## src/rtl/pokey_bus_pkg.sv

```systemverilog
// Shared types for the POKEY bus master: access FSM states, register map and queued request layout.
package pokey_bus_pkg;

    typedef enum logic [2:0] {
        ST_IDLE    = 3'd0,
        ST_SETUP   = 3'd1,
        ST_STROBE  = 3'd2,
        ST_RELEASE = 3'd3,
        ST_GAP     = 3'd4
    } pokey_state_e;

    // Write-side register map
    localparam logic [3:0] ADDR_AUDF1  = 4'h0;
    localparam logic [3:0] ADDR_AUDC1  = 4'h1;
    localparam logic [3:0] ADDR_AUDF2  = 4'h2;
    localparam logic [3:0] ADDR_AUDC2  = 4'h3;
    localparam logic [3:0] ADDR_AUDF3  = 4'h4;
    localparam logic [3:0] ADDR_AUDC3  = 4'h5;
    localparam logic [3:0] ADDR_AUDF4  = 4'h6;
    localparam logic [3:0] ADDR_AUDC4  = 4'h7;
    localparam logic [3:0] ADDR_AUDCTL = 4'h8;
    localparam logic [3:0] ADDR_SKCTL  = 4'hF;

    // Read-side register map (POT0..POT7 share 0x0-0x7)
    localparam logic [3:0] ADDR_POT0   = 4'h0;
    localparam logic [3:0] ADDR_POT7   = 4'h7;
    localparam logic [3:0] ADDR_ALLPOT = 4'h8;

    typedef struct packed {
        logic       rd;
        logic [3:0] addr;
        logic [7:0] data;
    } pokey_req_t;

    localparam int REQ_W = $bits(pokey_req_t);

endpackage

```

## src/rtl/pokey_req_fifo.sv

```systemverilog
// Generic synchronous FIFO; pointers carry one extra wrap bit so full/empty come from the MSB compare.
module pokey_req_fifo #(
    parameter int DEPTH = 4,
    parameter int WIDTH = 8
) (
    input  logic             i_clk,
    input  logic             i_rst_n,
    input  logic             i_push,
    input  logic [WIDTH-1:0] i_data,
    output logic             o_ready,
    input  logic             i_pop,
    output logic [WIDTH-1:0] o_data,
    output logic             o_empty
);

    localparam int AW = $clog2(DEPTH);

    logic [AW:0]      r_wr_ptr;
    logic [AW:0]      r_rd_ptr;
    logic [WIDTH-1:0] r_mem [DEPTH];
    logic             w_full;
    logic             w_empty;
    logic             w_push_ok;
    logic             w_pop_ok;

    assign w_full    = (r_wr_ptr[AW] != r_rd_ptr[AW]) && (r_wr_ptr[AW-1:0] == r_rd_ptr[AW-1:0]);
    assign w_empty   = (r_wr_ptr == r_rd_ptr);
    assign w_push_ok = i_push && !w_full;
    assign w_pop_ok  = i_pop && !w_empty;

    always_ff @(posedge i_clk or negedge i_rst_n) begin
        if (!i_rst_n) begin
            r_wr_ptr <= '0;
            r_rd_ptr <= '0;
        end else begin
            if (w_push_ok) r_wr_ptr <= r_wr_ptr + 1'b1;
            if (w_pop_ok)  r_rd_ptr <= r_rd_ptr + 1'b1;
        end
    end

    always_ff @(posedge i_clk) begin
        if (w_push_ok) r_mem[r_wr_ptr[AW-1:0]] <= i_data;
    end

    // Ready depends only on registered pointers: a pop frees the slot one cycle later.
    assign o_ready = !w_full;
    assign o_data  = r_mem[r_rd_ptr[AW-1:0]];
    assign o_empty = w_empty;

endmodule

```

## src/rtl/pokey_bus_master.sv

```systemverilog
// Queued CPU-side initiator for the POKEY register bus (SETUP/STROBE/RELEASE/GAP timing).
// Define POKEY_BUS_MASTER_SHADOW_EN to add a readable 16x8 shadow of the last value written per address.
module pokey_bus_master
    import pokey_bus_pkg::*;
#(
    parameter int FIFO_DEPTH    = 4,
    parameter int STROBE_CYCLES = 2,
    parameter int GAP_CYCLES    = 1
) (
    input  logic       phi2,
    input  logic       reset_n,
    // Request handshake: a request transfers on any rising edge where req_valid and req_ready are both high.
    input  logic       req_valid,
    output logic       req_ready,
    input  logic       req_rd,
    input  logic [3:0] req_addr,
    input  logic [7:0] req_data,
    output logic       rsp_valid,
    output logic [7:0] rsp_data,
    output logic       busy,
    output logic       r_w_n,
    output logic       cs0_n,
    output logic       cs1_n,
    output logic [3:0] a,
    output logic [7:0] d_out,
    input  logic [7:0] d_in,
    output logic [2:0] o_dbg_state
`ifdef POKEY_BUS_MASTER_SHADOW_EN
    ,
    input  logic [3:0] shadow_addr,
    output logic [7:0] shadow_data
`endif
);

    localparam int CNT_MAX = (STROBE_CYCLES > GAP_CYCLES) ? STROBE_CYCLES : GAP_CYCLES;
    localparam int CNT_W   = $clog2(CNT_MAX + 1);

    pokey_state_e     r_state;
    logic [CNT_W-1:0] r_cnt;
    logic             r_rwn;
    logic             r_cs_n;
    logic [3:0]       r_a;
    logic [7:0]       r_dout;
    logic             r_rsp_valid;
    logic [7:0]       r_rsp_data;
    pokey_req_t       w_head;
    logic             w_empty;
    logic             w_ready;
    logic             w_pop;

    pokey_req_fifo #(
        .DEPTH (FIFO_DEPTH),
        .WIDTH (REQ_W)
    ) u_fifo (
        .i_clk   (phi2),
        .i_rst_n (reset_n),
        .i_push  (req_valid),
        .i_data  ({req_rd, req_addr, req_data}),
        .o_ready (w_ready),
        .i_pop   (w_pop),
        .o_data  (w_head),
        .o_empty (w_empty)
    );

    assign w_pop = (r_state == ST_IDLE) && !w_empty;

    always_ff @(posedge phi2 or negedge reset_n) begin
        if (!reset_n) begin
            r_state     <= ST_IDLE;
            r_cnt       <= '0;
            r_rwn       <= 1'b1;
            r_cs_n      <= 1'b1;
            r_a         <= '0;
            r_dout      <= '0;
            r_rsp_valid <= 1'b0;
            r_rsp_data  <= '0;
        end else begin
            r_rsp_valid <= 1'b0;
            case (r_state)
                ST_IDLE: begin
                    if (!w_empty) begin
                        r_a   <= w_head.addr;
                        r_rwn <= w_head.rd;
                        if (!w_head.rd) r_dout <= w_head.data;
                        r_state <= ST_SETUP;
                    end
                end
                ST_SETUP: begin
                    r_cs_n  <= 1'b0;
                    r_cnt   <= CNT_W'(STROBE_CYCLES - 1);
                    r_state <= ST_STROBE;
                end
                ST_STROBE: begin
                    if (r_cnt == '0) begin
                        r_cs_n  <= 1'b1;
                        r_state <= ST_RELEASE;
                        // r_rwn still holds the direction of the access in flight
                        if (r_rwn) begin
                            r_rsp_data  <= d_in;
                            r_rsp_valid <= 1'b1;
                        end
                    end else begin
                        r_cnt <= r_cnt - 1'b1;
                    end
                end
                ST_RELEASE: begin
                    r_rwn <= 1'b1;
                    if (GAP_CYCLES == 0) begin
                        r_state <= ST_IDLE;
                    end else begin
                        r_cnt   <= CNT_W'(GAP_CYCLES - 1);
                        r_state <= ST_GAP;
                    end
                end
                ST_GAP: begin
                    if (r_cnt == '0) r_state <= ST_IDLE;
                    else             r_cnt   <= r_cnt - 1'b1;
                end
                default: r_state <= ST_IDLE;
            endcase
        end
    end

`ifdef POKEY_BUS_MASTER_SHADOW_EN
    logic [7:0] r_shadow [16];

    // POKEY write registers cannot be read back, so keep our own copy at STROBE->RELEASE.
    always_ff @(posedge phi2 or negedge reset_n) begin
        if (!reset_n) begin
            for (int i = 0; i < 16; i++) r_shadow[i] <= '0;
        end else if (r_state == ST_STROBE && r_cnt == '0 && !r_rwn) begin
            r_shadow[r_a] <= r_dout;
        end
    end

    assign shadow_data = r_shadow[shadow_addr];
`endif

    assign req_ready   = w_ready;
    assign busy        = !w_empty || (r_state != ST_IDLE);
    assign rsp_valid   = r_rsp_valid;
    assign rsp_data    = r_rsp_data;
    assign r_w_n       = r_rwn;
    assign cs0_n       = r_cs_n;
    assign cs1_n       = r_cs_n;
    assign a           = r_a;
    assign d_out       = r_dout;
    assign o_dbg_state = r_state;

endmodule
```

## config.mk

```make
export PLATFORM = sky130hd
export DESIGN_NAME = pokey_bus_master
export DESIGN_NICKNAME = d
export VERILOG_FILES = /design/src/rtl/pokey_bus_pkg.sv /design/src/rtl/pokey_req_fifo.sv /design/src/rtl/pokey_bus_master.sv
export SDC_FILE = /design/constraint.sdc
export NUM_CORES = 1
export LEC_CHECK = 0
export CAP_MARGIN = 30
export CORE_MARGIN = 3
export CORE_UTILIZATION = 54
export CTS_CLUSTER_SIZE = 24
export DETAILED_ROUTE_END_ITERATION = 10
export PLACE_DENSITY = 0.8
export SETUP_SLACK_MARGIN = 0.05
export SYNTH_ARGS = -nofsm -noshare
export SYNTH_HDL_FRONTEND = slang
export SYNTH_HIERARCHICAL = 1
export SYNTH_SLANG_ARGS = --single-unit
export TNS_END_PERCENT = 10
```

## constraint.sdc

```tcl
create_clock -name phi2 -period 2.7 [get_ports phi2]
set_input_delay 0.405 -clock phi2 [delete_from_list [all_inputs] [get_ports phi2]]
set_output_delay 0.405 -clock phi2 [all_outputs]
set_load 0.005 [all_outputs]
```

==> impl_metrics.ini <==
[sta]
post_route_worst_hold_slack_ns = 0.488
layout_min_cycle_time_ns = 2.39
tightest_slew_ns = 0.560
maxClockFrequency_mhz = 419
max_slew_margin_pct = 62.4
final_hold_fails = 0
tns_ns = 0
worst_slack_ns = 0.313
maxSlewViolCount = 0
grt_setup_unrepaired = no
finalCritPeriodShare_pct = 88.4
fin_skew_ns = 0.0111
setup_violations = 0

[critical_path]
critPathCaptureType = primary output
crit_arrival_ns = 1.98
worstSetupPathType = reg -> out
worst-r2r-cell-count = 6
endpoint_of_the_most_critical_register_to_register_path = u_fifo/r_rd_ptr[2]
required_ns = 2.30
worstPathMaxFanout = 16
crit_path_start = u_fifo/r_rd_ptr[0]
critical_path.startpoint_type = flip-flop
r2r-start = u_fifo/r_wr_ptr[0]
rrSetupSlack_ns = 0.52

[synth]
number_of_synthesized_flops_with_an_enable_pin = 52
yosysMostFrequentCell = sky130_fd_sc_hd__edfxtp_1
netlist_top_cells_area = sky130_fd_sc_hd__edfxtp_1 (43%), sky130_fd_sc_hd__dfrtp_1 (22%), sky130_fd_sc_hd__mux4_2 (8.1%), sky130_fd_sc_hd__mux2_2 (3.8%), sky130_fd_sc_hd__mux2_1 (2.5%)
ys.flop_type = sky130_fd_sc_hd__edfxtp_1
netlist.area_leader.share_pct = 43.4
synth_fp_nets = 237
ys_seq_area_share_pct = 67.2
ys_async_sr_fraction_pct = 39.5
post_synth_num_cell_types = 44
top_cells_by_count_synth = sky130_fd_sc_hd__edfxtp_1 (52), sky130_fd_sc_hd__dfrtp_1 (32), sky130_fd_sc_hd__mux4_2 (13), sky130_fd_sc_hd__mux2_2 (12)
ys_seq_elements = 86
synth.cell_area_mm2 = 0.00360
post-synth-top-area-cell = sky130_fd_sc_hd__edfxtp_1
ys_warn_count = 6
postSynthAreaPerCell_um2 = 17.4
postSynthCellCount = 207

[die]
std_cell_rows = 29
floorplan.initialDensity_pct = 56.3
die_width_um = 87.6
die_h_um = 87.6
core_area_mm2 = 0.00639
io_pins = 53
die_area_mm2 = 0.00767

[routing]
first_iter_violations = 146
drtAntennaViolNets = 0
via_density_per_instance = 5.51
via_count = 1938
drt-wirelength-per-cell_um = 17.3
drc = 0
detail_route.first_pass.iterations = 4
drt_wl_total_um = 6100

[pwr]
sequentialPowerShare_pct = 40.9
p_int_w = 0.00358
swShare_pct = 31.7
power.leakage_nw = 1.63
switching_power_w = 0.00166
cellPowerDensity_mw_per_mm2 = 1180
comb_power_share_pct = 41.1
power_frac_clock_pct = 18.0
power.ir.vdd_worst_mv = 0.665

[place]
place_worst_setup_slack_ns = 0.514
dpl.hpwl_um = 4070
replace_congestion = 0.907
port-buffer-count = 52
place_inst = 336

[global_route]
grtUsageTotal_pct = 17.5
grt_start_max_net_pins = 35
grt_first_pass_wirelength_um = 9910
globalRouteOverflowTotal = 0
grt_pass1_vias = 1982
grt_antenna_before_repair = 0

[clock_tree]
ctsHtreeMaxLevel = 3
clock-sinks = 86
cts_tree = yes
clock_insertion_delay_at_the_later_pin_of_the_skew_report_ns = 0.34
postCtsSetupBuffers = 0
clockBufferDepth = 2
root_buffer = sky130_fd_sc_hd__clkbuf_8
cts_repair_resize_count = 0
clkTransAtPathRegs_ns = 0.08
holdBufCountCts = 0
cts-buffers-inserted = 9

[cells_and_area]
area_delta_synth_final_pct = 23.3
net_count_final = 300
final_cell_count_no_fill = 352
ant_diodes = 0
share_of_post_route_cells_with_drive_strength_above_1_pct = 24.0
fillerInstances = 437

[status]
run_status = complete, no violations

[hold_path]
type_of_the_worst_min_delay_path = in -> async

[run]
timing.max_cap.violations = 0
==> layout by cell type, fill, tap and decap left out, types with 2 or more instances in the layout <==
| cell type | netlist | routed |
|---|---|---|
| sky130_fd_sc_hd__ha_1 | 6 | 6 |
| sky130_fd_sc_hd__bufinv_16 | 0 | 2 |
| sky130_fd_sc_hd__nor3_2 | 1 | 2 |
| sky130_fd_sc_hd__clkinv_1 | 0 | 3 |
| sky130_fd_sc_hd__and3_1 | 3 | 3 |
| sky130_fd_sc_hd__buf_4 | 4 | 9 |
| sky130_fd_sc_hd__mux2_1 | 8 | 8 |
| sky130_fd_sc_hd__o31ai_1 | 3 | 3 |
| sky130_fd_sc_hd__mux4_2 | 13 | 13 |
| sky130_fd_sc_hd__nor2_1 | 4 | 4 |
| sky130_fd_sc_hd__o31ai_2 | 2 | 2 |
| sky130_fd_sc_hd__xor2_1 | 2 | 2 |
| sky130_fd_sc_hd__clkdlybuf4s50_1 | 0 | 52 |
| sky130_fd_sc_hd__nor3_1 | 3 | 2 |
| sky130_fd_sc_hd__dfstp_2 | 2 | 2 |
| sky130_fd_sc_hd__nand2b_1 | 2 | 2 |
| sky130_fd_sc_hd__inv_1 | 6 | 6 |
| sky130_fd_sc_hd__nand2_1 | 7 | 7 |
| sky130_fd_sc_hd__clkbuf_8 | 0 | 9 |
| sky130_fd_sc_hd__edfxtp_1 | 52 | 52 |
| sky130_fd_sc_hd__dfrtp_1 | 32 | 32 |
| sky130_fd_sc_hd__a21oi_1 | 8 | 8 |
| sky130_fd_sc_hd__xor2_2 | 2 | 2 |
| sky130_fd_sc_hd__mux2_2 | 12 | 12 |
| sky130_fd_sc_hd__xnor2_1 | 6 | 6 |
| sky130_fd_sc_hd__o21ai_0 | 4 | 4 |
==> critical path: stages (launching register included) <==
cell                              delay [ns]
sky130_fd_sc_hd__dfrtp_1                0.42
sky130_fd_sc_hd__buf_4                  0.25
sky130_fd_sc_hd__xnor2_2                0.34
sky130_fd_sc_hd__nand3_2                0.15
sky130_fd_sc_hd__clkdlybuf4s50_1        0.47
==> registers in the layout, summed over array words and instances, names as in the netlist <==
name	flops
r_cnt	2
o_dbg_state	3
u_fifo/r_wr_ptr	3
d_out	8
u_fifo/r_mem	52
cs0_n	1
u_fifo/r_rd_ptr	3
a	4
r_w_n	1
rsp_valid	1
rsp_data	8
==> cells by family (layout without fill, tap and decap cells) <==
logic type               count (synthesis)  after routing  share of synthesized area, %
AND/OR/NAND/NOR                         28             28                          4.80
XOR/XNOR                                11             11                          3.31
AO/OA/AOI/OAI                           28             28                          5.92
buffers and inverters                   15             83                          2.33
adder cells (fa/ha/maj)                  6              6                          2.09
multiplexers                            33             33                          14.4
flip-flops                              86             86                          67.2
==> stage by stage <==
step / total power [W] / util (%) / instance area (µm²)
after floorplan: 0.00352 / - / 3600
after global placement: 0.00429 / 66.1 / 4220
after detailed placement: 0.00435 / 66.1 / 4220
after CTS: 0.00530 / 69.4 / 4430
after global routing: 0.00560 / 69.5 / 4440
final: 0.00524 / 69.5 / 4440
==> power by group through the flow <==
stage / combinational (W) / sequential, W / clock (W)
global route: 0.00237 / 0.00220 / 0.00103
global placement: 0.00214 / 0.00215 / 0
CTS: 0.00218 / 0.00215 / 0.000974
floorplan: 0.00143 / 0.00209 / 0
detailed placement: 0.00217 / 0.00218 / 0
finish: 0.00216 / 0.00214 / 0.000942
==> layer usage <==
layer | wire [µm] | GRT usage [%] | vias up
met1 | 2690 | 23.5 | 962
li1 | - | - | 914
met3 | 361 | 3.29 | 4
met4 | 41 | 7.11 | 0
met2 | 3010 | 28.6 | 58
met5 | 0 | 0 | -
==> final cells by class <==
class                      count  area (µm²)  area share [%]
clock buffer                   9         124            2.79
clock inverter                 7        87.6            1.97
inverter                       6        22.5           0.508
multi-input combinational    106        1100            24.9
sequential                    86        2410            54.4
tap                           77        96.3            2.17
timing repair buffer          61         588            13.3
==> how the worst max path moves through the flow <==
stage / endpoint / slack, ns
3_5_place_dp: busy / 0.51
3_3_place_gp: busy / 0.56
2_1_floorplan: d_out[0] / 0.72
5_1_grt: busy / 0.16
6_report: req_ready / 0.31
4_1_cts: busy / 0.13
Note: power is estimated with default switching activity, not from simulation.
